`src/rtl/axis_frame_serializer.sv`:
```
// Whole-frame to pixel-serial AXI-Stream converter: accepts one N_PIX-pixel frame per
// slave beat and replays it one pixel per master beat in raster order with SOF/EOL/EOF flags.
module axis_frame_serializer #(
   parameter int R_I = 5,
   parameter int C_I = 5,
   parameter int W_I = 8,
   localparam int N_PIX = R_I * C_I,
   localparam int CW = $clog2(N_PIX)
) (
   input  logic                   clk,
   input  logic                   rstn,
   output logic                   s_axis_frame_ready,
   input  logic                   s_axis_frame_valid,
   input  logic [N_PIX*W_I-1:0]   s_axis_frame_data,
   input  logic                   m_axis_pixel_ready,
   output logic                   m_axis_pixel_valid,
   output logic [W_I-1:0]         m_axis_pixel_data,
   output logic                   m_axis_pixel_user,
   output logic                   m_axis_pixel_eol,
   output logic                   m_axis_pixel_last
);

   localparam int CCW = (C_I > 1) ? $clog2(C_I) : 1;

   typedef enum logic {
      IDLE = 1'b0,
      SEND = 1'b1
   } state_t;

   state_t                 state, state_nxt;
   logic [N_PIX*W_I-1:0]   shreg;
   logic [CW-1:0]          pix_cnt;
   logic [CCW-1:0]         col_cnt;
   logic                   s_load;
   logic                   m_beat;
   logic                   at_last;

   always_ff @(posedge clk or negedge rstn) begin
      if (!rstn) state <= IDLE;
      else       state <= state_nxt;
   end

   // Ready is combinational on the last beat so a waiting frame loads with no bubble.
   always_comb begin
      state_nxt          = state;
      m_axis_pixel_valid = (state == SEND);
      at_last            = (pix_cnt == CW'(N_PIX - 1));
      m_beat             = m_axis_pixel_valid & m_axis_pixel_ready;
      s_axis_frame_ready = (state == IDLE) | (m_beat & at_last);
      s_load             = s_axis_frame_valid & s_axis_frame_ready;
      if (s_load)
         state_nxt = SEND;
      else if (m_beat && at_last)
         state_nxt = IDLE;
      m_axis_pixel_data  = m_axis_pixel_valid ? shreg[W_I-1:0] : '0;
      m_axis_pixel_user  = m_axis_pixel_valid & (pix_cnt == '0);
      m_axis_pixel_eol   = m_axis_pixel_valid & (col_cnt == CCW'(C_I - 1));
      m_axis_pixel_last  = m_axis_pixel_valid & at_last;
   end

   always_ff @(posedge clk or negedge rstn) begin
      if (!rstn) begin
         shreg   <= '0;
         pix_cnt <= '0;
         col_cnt <= '0;
      end else if (s_load) begin
         shreg   <= s_axis_frame_data;
         pix_cnt <= '0;
         col_cnt <= '0;
      end else if (m_beat && !at_last) begin
         shreg   <= shreg >> W_I;
         pix_cnt <= pix_cnt + CW'(1);
         if (col_cnt == CCW'(C_I - 1))
            col_cnt <= '0;
         else
            col_cnt <= col_cnt + CCW'(1);
      end
   end

endmodule

```
`config.mk`:
```
export PLATFORM = sky130hd
export DESIGN_NAME = axis_frame_serializer
export DESIGN_NICKNAME = d
export VERILOG_FILES = /design/src/rtl/axis_frame_serializer.sv
export SDC_FILE = /design/constraint.sdc
export NUM_CORES = 1
export LEC_CHECK = 0
export CAP_MARGIN = 20
export CELL_PAD_IN_SITES_DETAIL_PLACEMENT = 0
export CELL_PAD_IN_SITES_GLOBAL_PLACEMENT = 2
export CORE_MARGIN = 2
export CORE_UTILIZATION = 34
export CTS_BUF_LIST = sky130_fd_sc_hd__clkbuf_2
export CTS_CLUSTER_DIAMETER = 40
export CTS_CLUSTER_SIZE = 12
export DETAILED_ROUTE_END_ITERATION = 7
export PLACE_DENSITY = 0.94
export SYNTH_ARGS = -nofsm -noshare
export SYNTH_HDL_FRONTEND = slang
export SYNTH_SLANG_ARGS = --single-unit
```
`constraint.sdc`:
```
create_clock -name clk -period 2.17 [get_ports clk]
set_clock_uncertainty 0.15 [all_clocks]
set_input_delay 0.434 -clock clk [delete_from_list [all_inputs] [get_ports clk]]
set_output_delay 0.434 -clock clk [all_outputs]
set_load 0.02 [all_outputs]
```
==> out/metrics.json, run 1 <==
{
  "outcome": "finished with violations",
  "failed_checks": "setup timing",
  "area_growth_pct": 40.6,
  "rsz0062_at_grt": "true",
  "effective_utilization_at_floorplan_pct": 34.4,
  "gp_congestion": 0.820,
  "synth_enable_flop_cells": 0,
  "ys_async_sr_fraction_pct": 100,
  "clock_sinks": 209,
  "floorplan.die_area_um2": 35300,
  "placement_stage_worst_setup_slack_ps": -145,
  "use_met3_pct": 3.03,
  "grt_start_max_net_pins": 120,
  "drt_pre_antenna_iters": 4,
  "switching_fraction_pct": 35.9,
  "maxSlewHeadroom_pct": 59.4,
  "synth.net_count": 1402,
  "post-dp-hpwl_um": 23000,
  "cts-root-buf": "clkbuf_2",
  "placed_cells_incl_taps": 1808,
  "cts_made_buffers": 38,
  "avgRoutedWirePerCell_um": 18.9,
  "remaining_drcs": 0,
  "yosys.area.top_type": "dfrtp_1",
  "post_layout_instance_count_excluding_filler_cells": 1960,
  "power.ir.vdd_worst_v": 0.000480,
  "worst_setup_path_start_kind": "flop",
  "share_of_final_layout_standard_cells_stronger_than_drive_strength_1_pct": 20.9,
  "yosys_most_used_dff": "dfrtp_1",
  "slew_violations": 0,
  "clk_latency_ps": 830,
  "postRouteAntennaNets": 0,
  "cts_max_level": 2,
  "cts-root-to-sink-buffers": 3,
  "cp.arrival_ps": 1880,
  "finalCoreUtilization_pct": 48.4,
  "post-route-period-util_pct": 113,
  "grt-ovfl-total": 0,
  "fmax_ghz": 0.406,
  "nets": 1690,
  "timing.critical_path.required_ps": 1590,
  "synth.avg_cell_area_um2": 9.64,
  "std_cell_rows": 67,
  "grt_antenna_before_repair": 3,
  "wire_length_reported_by_the_detailed_router_um": 37100,
  "grt_usage_pct": 20.4,
  "synthTopCellsByArea": "dfrtp_1 45%, a221oi_2 14%, a21oi_1 8.1%, nor3_1 7.3%, a221oi_1 6.8%",
  "final_hold_viol_count": 0,
  "via_count_of_the_first_global_routing_pass": 10859,
  "post_synth_instance_area_um2": 11500,
  "critical_path.endpoint_type": "primary output",
  "synth.lib_cells_used.distinct": 33,
  "power_density_nw_per_um2": 853,
  "p_seq_share_pct": 42.2,
  "pin_count": 217,
  "synth-warning-count": 0,
  "via_count": 10758,
  "placement.io_buffers": 216,
  "grt_use_met2_pct": 32.5,
  "fill_count": 3089,
  "netlist.area_leader.share_pct": 45.4,
  "layout_setup_ws_ps": -291,
  "ys_seq_elements": 209,
  "highest_net_fanout_along_the_worst_path": 3,
  "grt_pass1_wl_um": 58800,
  "cts_tree": "done",
  "yosysMostFrequentCell": "dfrtp_1",
  "detail_route.iter0.violations": 770,
  "die_w_um": 188,
  "gr-usage-met1_pct": 28.2,
  "fin_crit_ps": 2460,
  "clk_pin_slew_worst_paths_ps": 150,
  "vias_per_cell": 5.49,
  "power_leakage_nw": 6.59,
  "synth_commonest_cells": "209 x dfrtp_1, 197 x inv_1, 186 x a21oi_1",
  "die_h_um": 188,
  "min-delay-path-class": "in2reg",
  "ys_seq_area_share_pct": 45.4,
  "power_report.internal_total_mw": 8.86,
  "setup_violation_total_in_the_final_timing_report": 12,
  "power.clock.fraction_pct": 22.6,
  "critical_path_class": "reg2out",
  "netSwitchingPower_mw": 4.95,
  "combinationalPowerShare_pct": 35.3,
  "max-cap-violations": 0,
  "gr-max-usage-layer": "met2",
  "postSynthCellCount": 1194,
  "worst_pin_slew_ps": 609,
  "core_footprint_um2": 33400
}
-- final cells by class --
type | instances | area, um^2 | share of cell area, %
antenna | 3 | 7.51 | 0.0464
clock inverter | 26 | 318 | 1.96
timing repair buffer | 386 | 4120 | 25.5
clock buffer | 41 | 205 | 1.27
inverter | 198 | 744 | 4.60
sequential | 209 | 5230 | 32.3
multi-input combinational | 649 | 5000 | 30.9
tap | 448 | 561 | 3.46
-- sequential cells by signal, indices dropped and copies added, names as in the netlist --
name,count
shreg,200
pix_cnt,5
col_cnt,3
m_axis_pixel_valid,1
-- final timing paths --
check,from,end,slack (ps),cells past startpoint
max,pix_cnt[0],s_axis_frame_ready,-290,5
min,s_axis_frame_data[125],shreg[125],60,3
max reg2reg,pix_cnt[0],shreg[179],80,7
min reg2reg,shreg[11],shreg[3],320,1
max in group asynchronous,rstn,shreg[85],930,4
min in group asynchronous,rstn,shreg[26],560,4
-- critical path: stages, from the launching register on --
cell and delay, ps:
dfrtp_1 420, inv_2 80, ha_4 140, and4b_4 240, a21o_1 150, buf_6 120
-- layout by cell type, fill, tap and decap left out, drive strengths merged, types with 13 or more instances in the layout --
cell type        n
dfrtp          209
inv            203
clkdlybuf4s50  201
a221oi         200
a21oi          186
nor3           168
buf            114
dlygate4sd3     68
clkbuf          44
nor2            19
a221o           16
o21ai           13
-- metal layers --
| metal | wire length [um] | vias to the layer above |
|---|---|---|
| met1 | 16500 | 5331 |
| met3 | 1930 | 70 |
| met4 | 995 | 0 |
| li1 | - | 4984 |
| met2 | 17700 | 373 |
| met5 | 0 | - |
-- repair_timing --
item,CTS,global route
endpoints found under the setup margin,21,32
hold endpoints to repair,278,2
gates resized for setup,92,5
setup buffers,9,1
cloned,0,3
hold buffers,67,2
pin swaps,8,7
-- logic make-up after synthesis --
family / count (synthesis) / share of synthesized area, %
fa+ha+maj: 4 / 0.435
flops: 209 / 45.4
compound gates: 428 / 32.1
buf+inv: 336 / 12.5
simple gates: 217 / 9.52
-- metrics by stage --
stage | TNS [ps] | hold slack (ps) | total power, mW | instance area (um^2)
floorplan | 0 | -11.6 | 8.66 | 11500
CTS | -2760 | 0.507 | 13.8 | 16000
global placement | -5250 | 231 | 10.2 | 14600
detailed placement | -16580 | 231 | 10.3 | 14600
finish | -1680 | 57.8 | 13.8 | 16200
global route | -3200 | 1.23 | 14.7 | 16200
-- power by group through the flow --
| stage | Combinational (mW) | Sequential [mW] | Clock (mW) |
|---|---|---|---|
| 6_report | 4.87 | 5.82 | 3.12 |
| 5_1_grt | 5.35 | 5.96 | 3.40 |
| 4_1_cts | 4.80 | 5.80 | 3.20 |
| 3_5_place_dp | 4.47 | 5.86 | 0 |
| 3_3_place_gp | 4.36 | 5.85 | 0 |
| 2_1_floorplan | 3.04 | 5.62 | 0 |
No activity file was read; power rests on OpenSTA's default activity.
==> inputs of run 2 (changes only) <==
CORE_UTILIZATION = 30   (was 34)
GPL_ROUTABILITY_DRIVEN = 0   (was unset)
PLACE_DENSITY = 0.86   (was 0.94)
==> run 2 against run 1 <==
The run still ends with setup timing left. Count of clock-buffer cells in the layout rose by 3. Wire length increased by 20%. Non-clock buffer count is 124 higher.
==> out/metrics.json, run 2 (synthesized netlist as in run 1, its figures left out) <==
{
  "layout.cells.most_common": {"value": "dfrtp_1", "change": "unchanged"},
  "via_count": {"value": 11481, "change": "was 10,758"},
  "area_growth": {"value": 62.4, "unit": "%", "change": "was 40.6%"},
  "finalCoreUtilization": {"value": 49.5, "unit": "%", "change": "was 48.4%"},
  "remaining_drcs": {"value": 0, "change": "unchanged"},
  "detail_route.iter0.violations": {"value": 844, "change": "was 770"},
  "highest_net_fanout_along_the_worst_path": {"value": 3, "change": "unchanged"},
  "critical_path.n_buffers_inverters": {"value": 2, "change": "unchanged"},
  "cts-root-buf": {"value": "clkbuf_2", "change": "unchanged"},
  "clk_latency": {"value": 830, "unit": "ps", "change": "about the same"},
  "layout_setup_ws": {"value": -421, "unit": "ps", "change": "was -291 ps"},
  "grt_antenna_before_repair": {"value": 3, "change": "unchanged"},
  "power_leakage": {"value": 7.64, "unit": "nW", "change": "was 6.59 nW"},
  "cts_made_buffers": {"value": 40, "change": "was 38"},
  "post-dp-hpwl": {"value": 25200, "unit": "um", "change": "was 23,000 um"},
  "grt_start_max_net_pins": {"value": 124, "change": "was 120"},
  "cpLargestDelayFamily": {"value": "flip-flops", "change": "unchanged"},
  "std_cell_rows": {"value": 71, "change": "was 67"},
  "effective_utilization_at_floorplan": {"value": 30.5, "unit": "%", "change": "was 34.4%"},
  "grt_pass1_wl": {"value": 62300, "unit": "um", "change": "was 58,800 um"},
  "die_h": {"value": 200, "unit": "um", "change": "was 188 um"},
  "slew_violations": {"value": 0, "change": "unchanged"},
  "via_count_of_the_first_global_routing_pass": {"value": 11164, "change": "was 10,859"},
  "fin_crit": {"value": 2590, "unit": "ps", "change": "was 2460 ps"},
  "area.sequential": {"value": 5230, "unit": "um^2", "change": "about the same"},
  "worst_setup_path_start_kind": {"value": "flop", "change": "unchanged"},
  "critical_path.endpoint_type": {"value": "primary output", "change": "unchanged"},
  "cts_max_level": {"value": 2, "change": "unchanged"},
  "post-route-period-util": {"value": 119, "unit": "%", "change": "was 113%"},
  "floorplan.die_area": {"value": 40000, "unit": "um^2", "change": "was 35,300 um^2"},
  "min-delay-path-class": {"value": "in2reg", "change": "unchanged"},
  "max-cap-violations": {"value": 0, "change": "unchanged"},
  "pin_count": {"value": 217, "change": "unchanged"},
  "fin_hold_ws": {"value": 46.1, "unit": "ps", "change": "was 57.8 ps"},
  "setup-tns-final": {"value": -52830, "unit": "ps", "change": "was -1680 ps"},
  "wire_length_reported_by_the_detailed_router": {"value": 44400, "unit": "um", "change": "was 37,100 um"},
  "placement.io_buffers": {"value": 216, "change": "unchanged"},
  "failed_checks": {"value": "setup timing", "change": "unchanged"},
  "cp.arrival": {"value": 2010, "unit": "ps", "change": "was 1880 ps"},
  "cts_tree": {"value": "done", "change": "unchanged"},
  "final_hold_viol_count": {"value": 0, "change": "unchanged"},
  "fill_count": {"value": 3450, "change": "was 3,089"},
  "clock_sinks": {"value": 209, "change": "unchanged"},
  "timing.critical_path.required": {"value": 1590, "unit": "ps", "change": "about the same"},
  "vias_per_cell": {"value": 5.33, "change": "was 5.49"},
  "cp_slowest_cell": {"value": "dfrtp_1", "change": "unchanged"},
  "maxSlewHeadroom": {"value": 52.0, "unit": "%", "change": "was 59.4%"},
  "critical_path.max_stage_delay": {"value": 430, "unit": "ps", "change": "was 420 ps"},
  "clk_pin_slew_worst_paths": {"value": 180, "unit": "ps", "change": "was 150 ps"},
  "worst_pin_slew": {"value": 720, "unit": "ps", "change": "was 609 ps"},
  "worstPathCellList": {"value": "inv_2 > ha_4 > and4b_4 > a21o_1 > buf_6", "change": "unchanged"},
  "avgRoutedWirePerCell": {"value": 20.6, "unit": "um", "change": "was 18.9 um"},
  "largest_register_ff_count": {"value": 200, "change": "unchanged"},
  "grt_usage": {"value": 19.9, "unit": "%", "change": "was 20.4%"},
  "registers.top_by_ff_count": {"value": "shreg", "change": "unchanged"},
  "setup_violation_total_in_the_final_timing_report": {"value": 208, "change": "was 12"},
  "fmax": {"value": 0.386, "unit": "GHz", "change": "was 0.406 GHz"},
  "cts-root-to-sink-buffers": {"value": 3, "change": "unchanged"},
  "share_of_final_layout_standard_cells_stronger_than_drive_strength_1": {"value": 26.5, "unit": "%", "change": "was 20.9%"},
  "drt_pre_antenna_iters": {"value": 5, "change": "was 4"},
  "outcome": {"value": "finished with violations", "change": "unchanged"},
  "grt-ovfl-total": {"value": 0, "change": "unchanged"},
  "layout_common_cells": {"value": "208 x dfrtp_1, 201 x clkdlybuf4s50_1, 196 x inv_1, 186 x a21oi_1, 167 x nor3_1", "change": "was 209 x dfrtp_1, 201 x clkdlybuf4s50_1, 193 x inv_1, 186 x a21oi_1, 168 x nor3_1"},
  "rsz0062_at_grt": {"value": "true", "change": "unchanged"},
  "power_density": {"value": 810, "unit": "nW/um^2", "change": "was 853 nW/um^2"},
  "postRouteAntennaNets": {"value": 0, "change": "unchanged"},
  "core_footprint": {"value": 37800, "unit": "um^2", "change": "was 33,400 um^2"},
  "nets": {"value": 1818, "change": "was 1,690"},
  "die_w": {"value": 200, "unit": "um", "change": "was 188 um"},
  "critical_path_class": {"value": "reg2out", "change": "unchanged"},
  "largest_registers": {"value": "shreg x200, pix_cnt x5, col_cnt x3", "change": "unchanged"},
  "report.power.total": {"value": 15.1, "unit": "mW", "change": "was 13.8 mW"},
  "multi_input_area": {"value": 5390, "unit": "um^2", "change": "was 5000 um^2"},
  "power.ir.vdd_worst": {"value": 0.000468, "unit": "V", "change": "was 0.000480 V"}
}
run 2: cell types whose count changed in the layout (fill, tap and decap cells not counted), sizes merged:
| cell | previous run | this run |
|---|---|---|
| bufinv | 6 | 8 |
| buf | 114 | 150 |
| clkinvlp | 4 | 3 |
| dlygate4sd3 | 68 | 133 |
| clkbuf | 44 | 68 |
| clkinv | 11 | 13 |
| bufbuf | 0 | 2 |
| diode | 3 | 2 |
| nand2 | 6 | 8 |
run 2: worst paths after layout:
path	start	to	slack [ps]	cells after the start
min in group asynchronous	rstn	shreg[24]	470	3
min	s_axis_frame_data[191]	shreg[191]	50	3
max	pix_cnt[0]	s_axis_frame_ready	-420	5
min reg2reg	shreg[171]	shreg[163]	350	2
max in group asynchronous	rstn	shreg[70]	620	4
max reg2reg	pix_cnt[0]	shreg[87]	-390	14
run 2: per-layer routing:
| metal | routed length (um) | GRT usage [%] |
|---|---|---|
| met1 | 19500 | 27.9 |
| met3 | 2570 | 2.72 |
| met2 | 21500 | 32.3 |
| met4 | 804 | 5.16 |
| met5 | 9 | 0 |
run 2: through the flow:
stage | instances | instance area (um^2) | setup slack (ps)
after floorplan | 1194 | 11500 | 72.1
after global placement | 1870 | 14700 | -79.1
after detailed placement | 1870 | 14700 | -161
after CTS | 2094 | 17200 | -507
after global routing | 2153 | 18700 | -576
final | 2154 | 18700 | -421
run 2: repair_timing:
action | CTS | global route
setup endpoints to repair | 176 | 174
hold buffers | 132 | 1
resized for setup | 116 | 117
endpoints found under the hold margin | 340 | 1
gates cloned | 7 | 34
pin swaps | 10 | 11
buffers inserted | 13 | 27
run 2: power breakdown:
part	switching (mW)	internal, mW
Clock	1.82	1.62
Combinational	2.81	3.06
Sequential	0.757	5.06
Total	5.39	9.74
run 2: layout make-up:
| class | count | share of cell area [%] |
|---|---|---|
| multi-input combinational | 651 | 28.8 |
| sequential | 209 | 28.0 |
| clock buffer | 44 | 1.18 |
| clock inverter | 29 | 2.03 |
| timing repair buffer | 510 | 32.5 |
| antenna | 2 | 0.0268 |
| inverter | 198 | 4.00 |
| tap | 511 | 3.42 |
run 2: tightest hold or removal path, delay by kind of cell:
family | cells | cell delay (ps)
buffers and inverters | 2 | 490
AOI/OAI and AO/OA | 1 | 60
==> inputs of run 3 (changes only) <==
SLEW_MARGIN = 10   (was unset)
==> results of run 3 <==
Final layout, timing and power as in run 2 (identical DEF).
